**src/rtl/nsa_pkg.sv**
```systemverilog
// Shared constants and FSM encoding for the nibble-serial adder.
// Holds no logic of its own and applies no backpressure.
package nsa_pkg;
    localparam int NIBBLE_W = 4;

    typedef enum logic [1:0] {
        IDLE = 2'b00,
        RUN  = 2'b01,
        DONE = 2'b10
    } state_t;
endpackage

```
**src/rtl/ripple_carry_adder.sv**
```systemverilog
// 4-bit ripple-carry adder used as the shared nibble datapath; purely combinational.
// Zero latency; no flow control or backpressure.
module ripple_carry_adder
    import nsa_pkg::*;
(
    output logic [NIBBLE_W-1:0] S,
    output logic                Cout,
    input  logic [NIBBLE_W-1:0] A,
    input  logic [NIBBLE_W-1:0] B,
    input  logic                Cin
);
    logic [NIBBLE_W:0] c;

    assign c[0] = Cin;

    for (genvar i = 0; i < NIBBLE_W; i++) begin : g_bit
        assign S[i]   = A[i] ^ B[i] ^ c[i];
        assign c[i+1] = (A[i] & B[i]) | (c[i] & (A[i] ^ B[i]));
    end

    assign Cout = c[NIBBLE_W];
endmodule

```
**src/rtl/nibble_serial_adder.sv**
```systemverilog
// WIDTH-bit adder feeding one nibble per cycle through a shared 4-bit adder; done NIBBLES cycles after start.
// No backpressure: start is ignored while busy; define NSA_SUB_EN to add a subtract input.
module nibble_serial_adder
    import nsa_pkg::*;
#(
    parameter int WIDTH = 16
) (
    input  logic             clk,
    input  logic             rst,
    input  logic             start,
    input  logic [WIDTH-1:0] a,
    input  logic [WIDTH-1:0] b,
    input  logic             cin,
`ifdef NSA_SUB_EN
    input  logic             sub,
`endif
    output logic             busy,
    output logic             done,
    output logic [WIDTH-1:0] sum,
    output logic             cout,
    output logic             overflow
);
    localparam int NIBBLES = WIDTH / NIBBLE_W;
    localparam int IDX_W   = (NIBBLES > 1) ? $clog2(NIBBLES) : 1;

    if (WIDTH < NIBBLE_W || (WIDTH % NIBBLE_W) != 0) begin : g_bad_width
        $error("nibble_serial_adder: WIDTH must be a multiple of 4 and at least 4");
    end

    state_t             state_q, state_d;
    logic               accept, step, last;
    logic [WIDTH-1:0]   a_q, b_q, work_q, work_nxt, sum_q;
    logic [IDX_W-1:0]   idx_q;
    logic               carry_q, cout_q, ovf_q;
    logic [WIDTH-1:0]   b_eff;
    logic               cin_eff;
    logic [NIBBLE_W-1:0] a_nib, b_nib, s_nib;
    logic               c_nib;

`ifdef NSA_SUB_EN
    assign b_eff   = sub ? ~b : b;
    assign cin_eff = sub ? 1'b1 : cin;
`else
    assign b_eff   = b;
    assign cin_eff = cin;
`endif

    assign last = (idx_q == IDX_W'(NIBBLES - 1));

    always_ff @(posedge clk) begin
        if (rst) state_q <= IDLE;
        else     state_q <= state_d;
    end

    always_comb begin
        state_d = state_q;
        accept  = 1'b0;
        step    = 1'b0;
        case (state_q)
            IDLE: begin
                if (start) begin
                    accept  = 1'b1;
                    state_d = RUN;
                end
            end
            RUN: begin
                step = 1'b1;
                if (last) state_d = DONE;
            end
            DONE: begin
                if (start) begin
                    accept  = 1'b1;
                    state_d = RUN;
                end else begin
                    state_d = IDLE;
                end
            end
            default: state_d = IDLE;
        endcase
    end

    assign a_nib = a_q[int'(idx_q)*NIBBLE_W +: NIBBLE_W];
    assign b_nib = b_q[int'(idx_q)*NIBBLE_W +: NIBBLE_W];

    ripple_carry_adder u_rca (
        .S    (s_nib),
        .Cout (c_nib),
        .A    (a_nib),
        .B    (b_nib),
        .Cin  (carry_q)
    );

    // Work register with the current nibble merged in, so the final edge can publish it directly.
    always_comb begin
        work_nxt = work_q;
        work_nxt[int'(idx_q)*NIBBLE_W +: NIBBLE_W] = s_nib;
    end

    always_ff @(posedge clk) begin
        if (rst) begin
            a_q     <= '0;
            b_q     <= '0;
            work_q  <= '0;
            sum_q   <= '0;
            idx_q   <= '0;
            carry_q <= 1'b0;
            cout_q  <= 1'b0;
            ovf_q   <= 1'b0;
        end else if (accept) begin
            a_q     <= a;
            b_q     <= b_eff;
            carry_q <= cin_eff;
            idx_q   <= '0;
        end else if (step) begin
            work_q  <= work_nxt;
            carry_q <= c_nib;
            idx_q   <= idx_q + IDX_W'(1);
            if (last) begin
                sum_q  <= work_nxt;
                cout_q <= c_nib;
                ovf_q  <= (a_q[WIDTH-1] == b_q[WIDTH-1]) && (work_nxt[WIDTH-1] != a_q[WIDTH-1]);
            end
        end
    end

    assign busy     = (state_q == RUN);
    assign done     = (state_q == DONE);
    assign sum      = sum_q;
    assign cout     = cout_q;
    assign overflow = ovf_q;
endmodule

```
**config.mk**
```make
export PLATFORM = sky130hd
export DESIGN_NAME = nibble_serial_adder
export DESIGN_NICKNAME = d
export VERILOG_FILES = /design/src/rtl/nsa_pkg.sv /design/src/rtl/ripple_carry_adder.sv /design/src/rtl/nibble_serial_adder.sv
export SDC_FILE = /design/constraint.sdc
export NUM_CORES = 1
export LEC_CHECK = 0
export CAP_MARGIN = 20
export CORE_MARGIN = 10
export CORE_UTILIZATION = 48
export DETAILED_ROUTE_END_ITERATION = 8
export DONT_BUFFER_PORTS = 1
export SYNTH_ARGS = -nofsm -noshare
export SYNTH_HDL_FRONTEND = slang
export SYNTH_SLANG_ARGS = --single-unit
export TNS_END_PERCENT = 50
```
**constraint.sdc**
```tcl
create_clock -name clk -period 6.5 [get_ports clk]
set_input_delay 1.3 -clock clk [delete_from_list [all_inputs] [get_ports clk]]
set_output_delay 1.3 -clock clk [all_outputs]
set_load 0.02 [all_outputs]
```
* Yosys cells after proc, flatten, opt, wreduce, memory -nomap -nowiden
Index checks and enable logic that the tools add are counted.
Storage, ports and cells: register bits 71, output and inout bits 20, word-level logic and storage cells 61
Cells by class: $add $sub $neg 2, eq/ne operators 7, shifts and indexed selects 4, muxes and demuxes 10, bitwise gates (word level) 21, reductions and logical operators 8
Operators by type and width (count):
- $neg 4->33 | 1
- $shift 4x33->16 const A | 1
- $shiftx 4x33->16 | 1
- $shiftx 16x5->4 | 2
- $bwmux 16 | 1
- $and 1x1->1 | 8
- $xor 1x1->1 | 8
- $mux 1 | 6
- $pmux 2 s3 | 1
- $eq 2x2->1 const B | 2
- $mux 2 | 2
- $or 1x1->1 | 4
- $reduce_and 2->1 | 2
- $reduce_or 2->1 | 2
- $reduce_and 3->1 | 1
- $add 2x1->2 const B | 1
- $eq 2x1->1 const B | 1
- $logic_not 2->1 | 1
- $ne 2x1->1 const B | 1
- $ne 2x2->1 const B | 1
- $reduce_bool 2->1 | 1
- $eq 1x1->1 | 1
- $logic_and 1x1->1 | 1
- $ne 1x1->1 | 1
- $not 1->1 | 1

* Depth between registers and ports, before layout
Gate-level depths: netlist of run 1.
depth in word-level cells 13, mapped depth 14, gate-level depth less buffers 13

* Cells and area by module
A second synthesis of run 1 with hierarchy kept.
Second synthesis, totals: cells, all modules 364, area, all modules 3093.0 µm²
By module, submodules not included:
- nibble_serial_adder | instances 1, cells each 350, area an instance 2975.4 µm²
- ripple_carry_adder | instances 1, cells each 14, area an instance 117.6 µm²

* Least setup slack after synthesis of run 1
Ideal clock, no wire load.
path type register -> register, from register idx_q[0], to register ovf_q, in the netlist overflow, library setup time 0.088 ns, arrival 3.478 ns, setup slack 2.934 ns, cell stages (with the launch flop) 15, path through dfxtp_1 > buf_2 > mux4_2 > inv_1 > fa_1 > inv_1 > fa_1 > inv_1 > fa_1 > inv_1 > fa_1 > nor2b_1 > a31oi_2 > or3_1 > a311oi_2
On the way: word-level cells in the longest chain between the ends 13, elaborated cells between the ends (all ways) 27, classes of those cells add/sub: 1; eq/ne: 2; shift: 4; mux: 1; bitwise: 17; reduce/logical: 2
Ends and longest elaborated chain:
- from (decl) | RTL line nibble_serial_adder.sv:33 | logic [IDX_W-1:0] idx_q;
- from (signal assigned) | RTL line nibble_serial_adder.sv:117 | idx_q <= idx_q + IDX_W'(1);
- $shiftx 16x5->4 (on tied branches) | RTL line nibble_serial_adder.sv:82, nibble_serial_adder.sv:83
- $xor 1x1->1 | RTL line ripple_carry_adder.sv:17, ripple_carry_adder.sv:18
- $and 1x1->1 | RTL line ripple_carry_adder.sv:18 | assign c[i+1] = (A[i] & B[i]) | (c[i] & (A[i] ^ B[i]));
- $or 1x1->1 | RTL line ripple_carry_adder.sv:18
- $and 1x1->1 | RTL line ripple_carry_adder.sv:18
- $or 1x1->1 | RTL line ripple_carry_adder.sv:18
- $and 1x1->1 | RTL line ripple_carry_adder.sv:18
- $or 1x1->1 | RTL line ripple_carry_adder.sv:18
- $xor 1x1->1 | RTL line ripple_carry_adder.sv:17 | assign S[i] = A[i] ^ B[i] ^ c[i];
- $shiftx 4x33->16 | RTL line nibble_serial_adder.sv:96 | work_nxt[int'(idx_q)*NIBBLE_W +: NIBBLE_W] = s_nib;
- $bwmux 16 | RTL line nibble_serial_adder.sv:96
- $ne 1x1->1 | RTL line nibble_serial_adder.sv:121 | ovf_q <= (a_q[WIDTH-1] == b_q[WIDTH-1]) && (work_nxt[WIDTH-1] != a_q[WIDTH-1]);
- $logic_and 1x1->1 | RTL line nibble_serial_adder.sv:121
- to (signal assigned) | RTL line nibble_serial_adder.sv:121
- to (decl) | RTL line nibble_serial_adder.sv:34 | logic carry_q, cout_q, ovf_q;
Several ways; a longest one is shown, not always the timed one. A chain may end at the register's enable or synchronous reset.

* Final worst setup path of run 1
Ends and elaborated chain as after synthesis.

==> impl_metrics.py, run 1 <==
metrics = {
    "timing": {
        "skew_ns": 0.009987,
        "worst_pin_slew_ns": 0.8114,
        "slew_headroom": 0.4583,
        "finalHoldViolations": 0,
        "fmax_mhz": 251.8,
        "fin_crit_ns": 3.972,
        "finalSetupTns_ns": 0,
        "setup-violations-final": 0,
        "min_period_over_period": 0.6111,
        "layout_setup_ws_ns": 2.528,
        "rsz0062_at_grt": "false",
        "drv_slew": 0,
    },
    "global_routing": {
        "overflow": 0,
        "track_usage": 0.1385,
        "antenna_found_initial": 0,
        "grt_pass1_vias": 2375,
        "grt_max_degree": 72,
        "grt_pass1_wl_mm": 11.36,
    },
    "cts": {
        "clock-sinks": 71,
        "htree_levels": 3,
        "clock_latency_ns": 0.35,
        "cts_resized": 0,
        "cts.hold.buffers_added": 0,
        "clockBufferDepth": 2,
        "clk_pin_slew_ns": 0.08,
        "post_cts_buffers": 0,
        "numCtsBuffers": 9,
        "root_buffer": "clkbuf_8",
        "tritoncts": "yes",
    },
    "routing": {
        "first_pass_iters": 6,
        "drc": 0,
        "post_drt_via_cell_ratio": 5.374,
        "routedWlPerCell_um": 15.44,
        "routed_wl_mm": 6.685,
        "drt_iter0_markers": 72,
        "drtAntennaViolNets": 0,
        "num_vias": 2327,
    },
    "synthesis": {
        "synth-main-ff-cell": "dfxtp_1",
        "ys_ff_latch": 71,
        "synth_edf_count": 0,
        "synth.avg_cell_area_sq_um": 8.537,
        "synth.cells.most_frequent": "71 x dfxtp_1, 69 x nand2_1, 47 x nor2_1",
        "syn_nets": 408,
        "yosys_warnings": 0,
        "async_flop_share": 0,
        "syn-instance-count": 362,
        "yosysMostFrequentCell": "dfxtp_1",
        "yosys.area.top_type_share": 0.4599,
        "netlist_area_sq_um": 3090,
        "yosysTopAreaCell": "dfxtp_1",
        "synth.distinct_cells": 28,
        "yosysSeqAreaShare": 0.4599,
        "synth_area_leaders": "dfxtp_1 46%, nand2_1 8.4%, a21oi_1 6.3%",
    },
    "min_path": {
        "whs_path_depth": 2,
        "min_path_type": "flip-flop to flip-flop",
    },
    "finish": {
        "nets": 397,
        "fin_cells": 433,
        "drive_above_1_share": 0.08708,
        "syn_to_final_growth_pct": 8.016,
        "post-route-util": 0.5287,
        "antenna_cells": 0,
    },
    "placed_design": {
        "dp_cells": 417,
        "place.gp.congestion": 0.7820,
        "dp_slack_ns": 2.484,
        "io_buffers": 0,
        "dp_hpwl_mm": 4.529,
    },
    "critical_path": {
        "worst-path-max-fanout": 17,
        "cp.arrival_ns": 4.25,
        "worstSetupEndpointType": "flip-flop",
        "crit_path_start_kind": "flip-flop",
        "required_ns": 6.77,
        "critPathKind": "flip-flop to flip-flop",
        "reg2reg_depth": 13,
    },
    "run_status": {
        "status": "completed",
    },
    "flow_run": {
        "cap_violations": 0,
    },
    "pwr": {
        "powerDensity_nw_per_um2": 296.1,
        "power.leakage_nw": 1.207,
        "peakVddDrop_uv": 147.7,
    },
    "floorplan": {
        "io_pins": 56,
        "die_area_sq_um": 10050,
        "start_util": 0.4895,
        "coreArea_sq_um": 6314,
        "die_h_um": 100.2,
        "die_w_um": 100.2,
        "rows": 29,
    },
}
==> layer usage <==
layer  global-route usage  routed length (um)  vias up
li1                     -                   -     1205
met1               0.1676                3010     1068
met2               0.2117                3103       43
met3              0.05907                 455       11
met4              0.05543                 115        0
met5                    0                   0        -
==> layout by cell type (no fill, tap or decap) <==
cell type and instances:
buf_4 4, or3_1 1, nor2b_2 1, clkbuf_8 9
ha_1 6, nand2_1 69, xnor2_1 1, and2_0 1
inv_1 14, a311oi_2 1, and2b_1 1, o22ai_1 4
dfxtp_1 71, mux4_2 8, or3b_1 1, nor2_1 47
bufinv_16 3, nor2b_1 16, a31oi_1 11, clkinv_4 1
a21oi_1 39, and2_1 1, nand3_1 1, nand2b_1 4
clkbuf_1 1, a31oi_2 1, nor3_1 7, and2b_2 1
clkinv_2 2, a211oi_1 25, fa_1 4
==> worst max-delay path, cell delays in order (launching register included) <==
cell and delay, ns:
dfxtp_1 0.85, mux4_2 0.58, inv_1 0.09, fa_1 0.16, inv_1 0.05, fa_1 0.36, inv_1 0.08, fa_1 0.16
inv_1 0.05, fa_1 0.49, nor2b_1 0.29, a31oi_2 0.17, or3_1 0.34, a311oi_2 0.23
==> area by class of cell <==
type	instances	area, sq um
Fill cell	655	2975
Inverter	14	52.55
Clock inverter	6	108.9
Tap cell	77	96.34
Multi-Input combinational cell	251	1501
Timing Repair Buffer	4	30.03
Sequential cell	71	1421
Clock buffer	10	127.6
==> stage by stage <==
step / power (W) / cell area (sq um) / hold WS [ns]
after floorplan: 0.0005633 / 3090 / 0.4331
after global placement: 0.0005760 / 3102 / 0.4369
after detailed placement: 0.0005789 / 3102 / 0.4415
after CTS: 0.0009969 / 3338 / 0.4516
after global routing: 0.001035 / 3338 / 0.4724
final: 0.0009885 / 3338 / 0.4485
==> flip-flops by register name, summed over array words and instances, names as in the netlist <==
name      count
carry_q       1
b_q          16
idx_q         2
state_q       2
sum          16
cout          1
overflow      1
a_q          16
work_q       16
==> kinds of logic (layout without fill, tap and decap cells) <==
group | count (synthesis) | after routing | synth area share
AND/OR/NAND/NOR | 151 | 151 | 0.2105
AO/OA/AOI/OAI | 81 | 81 | 0.1632
flip-flops | 71 | 71 | 0.4599
buffers and inverters | 40 | 34 | 0.05506
adder cells (fa/ha/maj) | 10 | 10 | 0.05020
multiplexers | 8 | 8 | 0.05830
XOR/XNOR | 1 | 1 | 0.002835
==> path summary, 6_finish.rpt <==
| check | startpoint | to | slack [ns] |
|---|---|---|---|
| worst max-delay path | idx_q[0]$_SDFFE_PP0P_ | overflow$_SDFFE_PP0P_ | 2.53 |
| worst min-delay path | b_q[12]$_SDFFE_PP0P_ | b_q[12]$_SDFFE_PP0P_ | 0.45 |
| worst min register to register | b_q[12]$_SDFFE_PP0P_ | b_q[12]$_SDFFE_PP0P_ | 0.45 |
| worst max register to register | idx_q[0]$_SDFFE_PP0P_ | overflow$_SDFFE_PP0P_ | 2.53 |
==> where the power goes <==
part / total, W / switching (W) / internal [W]
clock: 0.000421 / 0.000167 / 0.000254
combinational: 0.0000970 / 0.0000554 / 0.0000417
sequential: 0.000470 / 0.0000139 / 0.000456
total: 0.000989 / 0.000236 / 0.000752
No activity file was read; power rests on OpenSTA's default activity.
==> run 2: changes to the inputs <==
==> constraint.sdc (replaced) <==
create_clock -name clk -period 3.9 [get_ports clk]
set_input_delay 0.78 -clock clk [delete_from_list [all_inputs] [get_ports clk]]
set_output_delay 0.78 -clock clk [all_outputs]
set_load 0.02 [all_outputs]
==> run 2 against run 1 <==
Net effect:
- register-to-register slack worse by 2.1 ns
- critical path type unchanged
- sequential share of layout area is 0.49 points higher
- core utilization decreased by 0.55 points
- highest routed layer unchanged
==> impl_metrics.py, run 2 (synthesis gave the netlist of run 1 again) <==
metrics = {
    "routing": {
        "first_pass_iters": 4,
        "num_vias": 2284,
        "routed_wl_mm": 6.710,
        "drc": 0,
        "drt_iter0_markers": 82,
        "post_drt_via_cell_ratio": 5.287,
        "drtAntennaViolNets": 0,
        "routedWlPerCell_um": 15.53,
    },
    "critical_path": {
        "cpMostUsedCell": "fa_1",
        "critPathKind": "flip-flop to flip-flop",
        "worst-path-max-fanout": 11,
        "crit_path_start_kind": "flip-flop",
        "critPathMaxStageDelay_ns": 0.55,
        "required_ns": 4.16,
        "crit_chain": "buf_4, mux4_2, fa_1, inv_1, fa_1, inv_1, fa_1, nor2b_1, a31oi_2, or3_1, a311oi_2",
        "slowest_stage": "mux4_2",
        "worstSetupEndpointType": "flip-flop",
        "cpLargestDelayFamily": "adder cells",
        "path_buf_inv": 3,
        "cp.arrival_ns": 3.76,
    },
    "finish": {
        "layout_common_cells": "70 x dfxtp_1, 69 x nand2_1, 47 x nor2_1, 39 x a21oi_1, 25 x a211oi_1",
        "layout_commonest_cell": "dfxtp_1",
        "syn_to_final_growth_pct": 6.883,
        "nets": 399,
        "drive_above_1_share": 0.08732,
        "antenna_cells": 0,
    },
    "floorplan": {
        "die_area_sq_um": 10050,
        "coreArea_sq_um": 6314,
        "rows": 29,
        "io_pins": 56,
        "die_w_um": 100.2,
        "die_h_um": 100.2,
        "start_util": 0.4895,
    },
    "flow_run": {
        "cap_violations": 0,
    },
    "global_routing": {
        "use_met3": 0.07280,
        "antenna_found_initial": 0,
        "grt_pass1_wl_mm": 11.36,
        "grt_max_degree": 72,
        "busiest_layer": "met2",
        "overflow": 0,
        "track_usage": 0.1409,
        "met1_usage": 0.1673,
        "grt_use_met2": 0.2136,
        "grt_pass1_vias": 2274,
    },
    "timing": {
        "setup-violations-final": 0,
        "finalHoldViolations": 0,
        "fin_crit_ns": 3.499,
        "fmax_mhz": 285.8,
        "min_period_over_period": 0.8971,
        "drv_slew": 0,
        "finalSetupTns_ns": 0,
        "worst_pin_slew_ns": 0.9178,
        "skew_ns": 0.006283,
        "slew_headroom": 0.3878,
        "rsz0062_at_grt": "false",
    },
    "cts": {
        "root_buffer": "clkbuf_8",
        "clockBufferDepth": 2,
        "numCtsBuffers": 9,
        "cts_resized": 0,
        "htree_levels": 3,
        "clock-sinks": 71,
        "cts.hold.buffers_added": 0,
        "clock_latency_ns": 0.34,
        "tritoncts": "yes",
        "clk_pin_slew_ns": 0.07,
        "post_cts_buffers": 0,
    },
    "pwr": {
        "powerDensity_nw_per_um2": 459.3,
        "power.leakage_nw": 1.193,
        "p_total_w": 0.001517,
        "peakVddDrop_uv": 252.8,
    },
    "min_path": {
        "min_path_type": "flip-flop to flip-flop",
    },
    "placed_design": {
        "dp_hpwl_mm": 4.645,
        "io_buffers": 0,
        "place.gp.congestion": 0.7722,
    },
    "run_status": {
        "status": "completed",
    },
}
## run 2: worst paths after layout
kind	to	slack, ns	start	cells after the start
worst min register to register	a_q[8]$_SDFFE_PP0P_	0.45	a_q[8]$_SDFFE_PP0P_	2
worst min-delay path	a_q[8]$_SDFFE_PP0P_	0.45	a_q[8]$_SDFFE_PP0P_	2
worst max register to register	overflow$_SDFFE_PP0P_	0.40	idx_q[0]$_SDFFE_PP0P_	11
worst max-delay path	overflow$_SDFFE_PP0P_	0.40	idx_q[0]$_SDFFE_PP0P_	11
## run 2: metal layers
| layer | wire length (um) | share of wire |
|---|---|---|
| met1 | 2909 | 0.43 |
| met2 | 3244 | 0.48 |
| met3 | 500 | 0.075 |
| met4 | 55 | 0.0082 |
| met5 | 0 | 0 |
## run 2: area by class of cell
cell class	count	area, sq um
Fill cell	649	3010
Multi-Input combinational cell	251	1501
Sequential cell	71	1423
Clock buffer	12	155.1
Tap cell	77	96.34
Inverter	14	52.55
Timing Repair Buffer	6	45.04
Clock inverter	1	30.03
## run 2: worst register-to-register path, cell delays in order (launching register included)
cell and delay (ns):
dfxtp_2 0.45, buf_4 0.24, mux4_2 0.55, fa_1 0.41, inv_1 0.08, fa_1 0.16
inv_1 0.05, fa_1 0.49, nor2b_1 0.26, a31oi_2 0.16, or3_1 0.35, a311oi_2 0.23
## run 2: metrics by stage
step	instance area, sq um	hold WS (ns)	cells	utilization	worst slack (ns)
after floorplan	3090	0.4331	362	-	0.3339
after global placement	3117	0.4390	419	0.4937	0.3302
after detailed placement	3117	0.4384	419	0.4937	0.2332
after CTS	3302	0.4481	432	0.5230	0.1974
after global routing	3303	0.4688	432	0.5232	0.1419
final	3303	0.4486	432	0.5232	0.4013
## run 2: where the power goes
part	total (W)	internal (W)	switching, W
Sequential	0.000781	0.000761	0.0000200
Clock	0.000571	0.000320	0.000250
Combinational	0.000165	0.0000700	0.0000951
Total	0.00152	0.00115	0.000366
==> run 3: changes to the inputs <==
--- a/config.mk
+++ b/config.mk
@@ -8,6 +8,7 @@
 export CAP_MARGIN = 20
 export CORE_MARGIN = 10
 export CORE_UTILIZATION = 48
+export CTS_CLUSTER_DIAMETER = 200
 export DETAILED_ROUTE_END_ITERATION = 8
 export DONT_BUFFER_PORTS = 1
 export SYNTH_ARGS = -nofsm -noshare
==> results of run 3 <==
The final DEF is identical to that of run 2; final timing and power are the same.
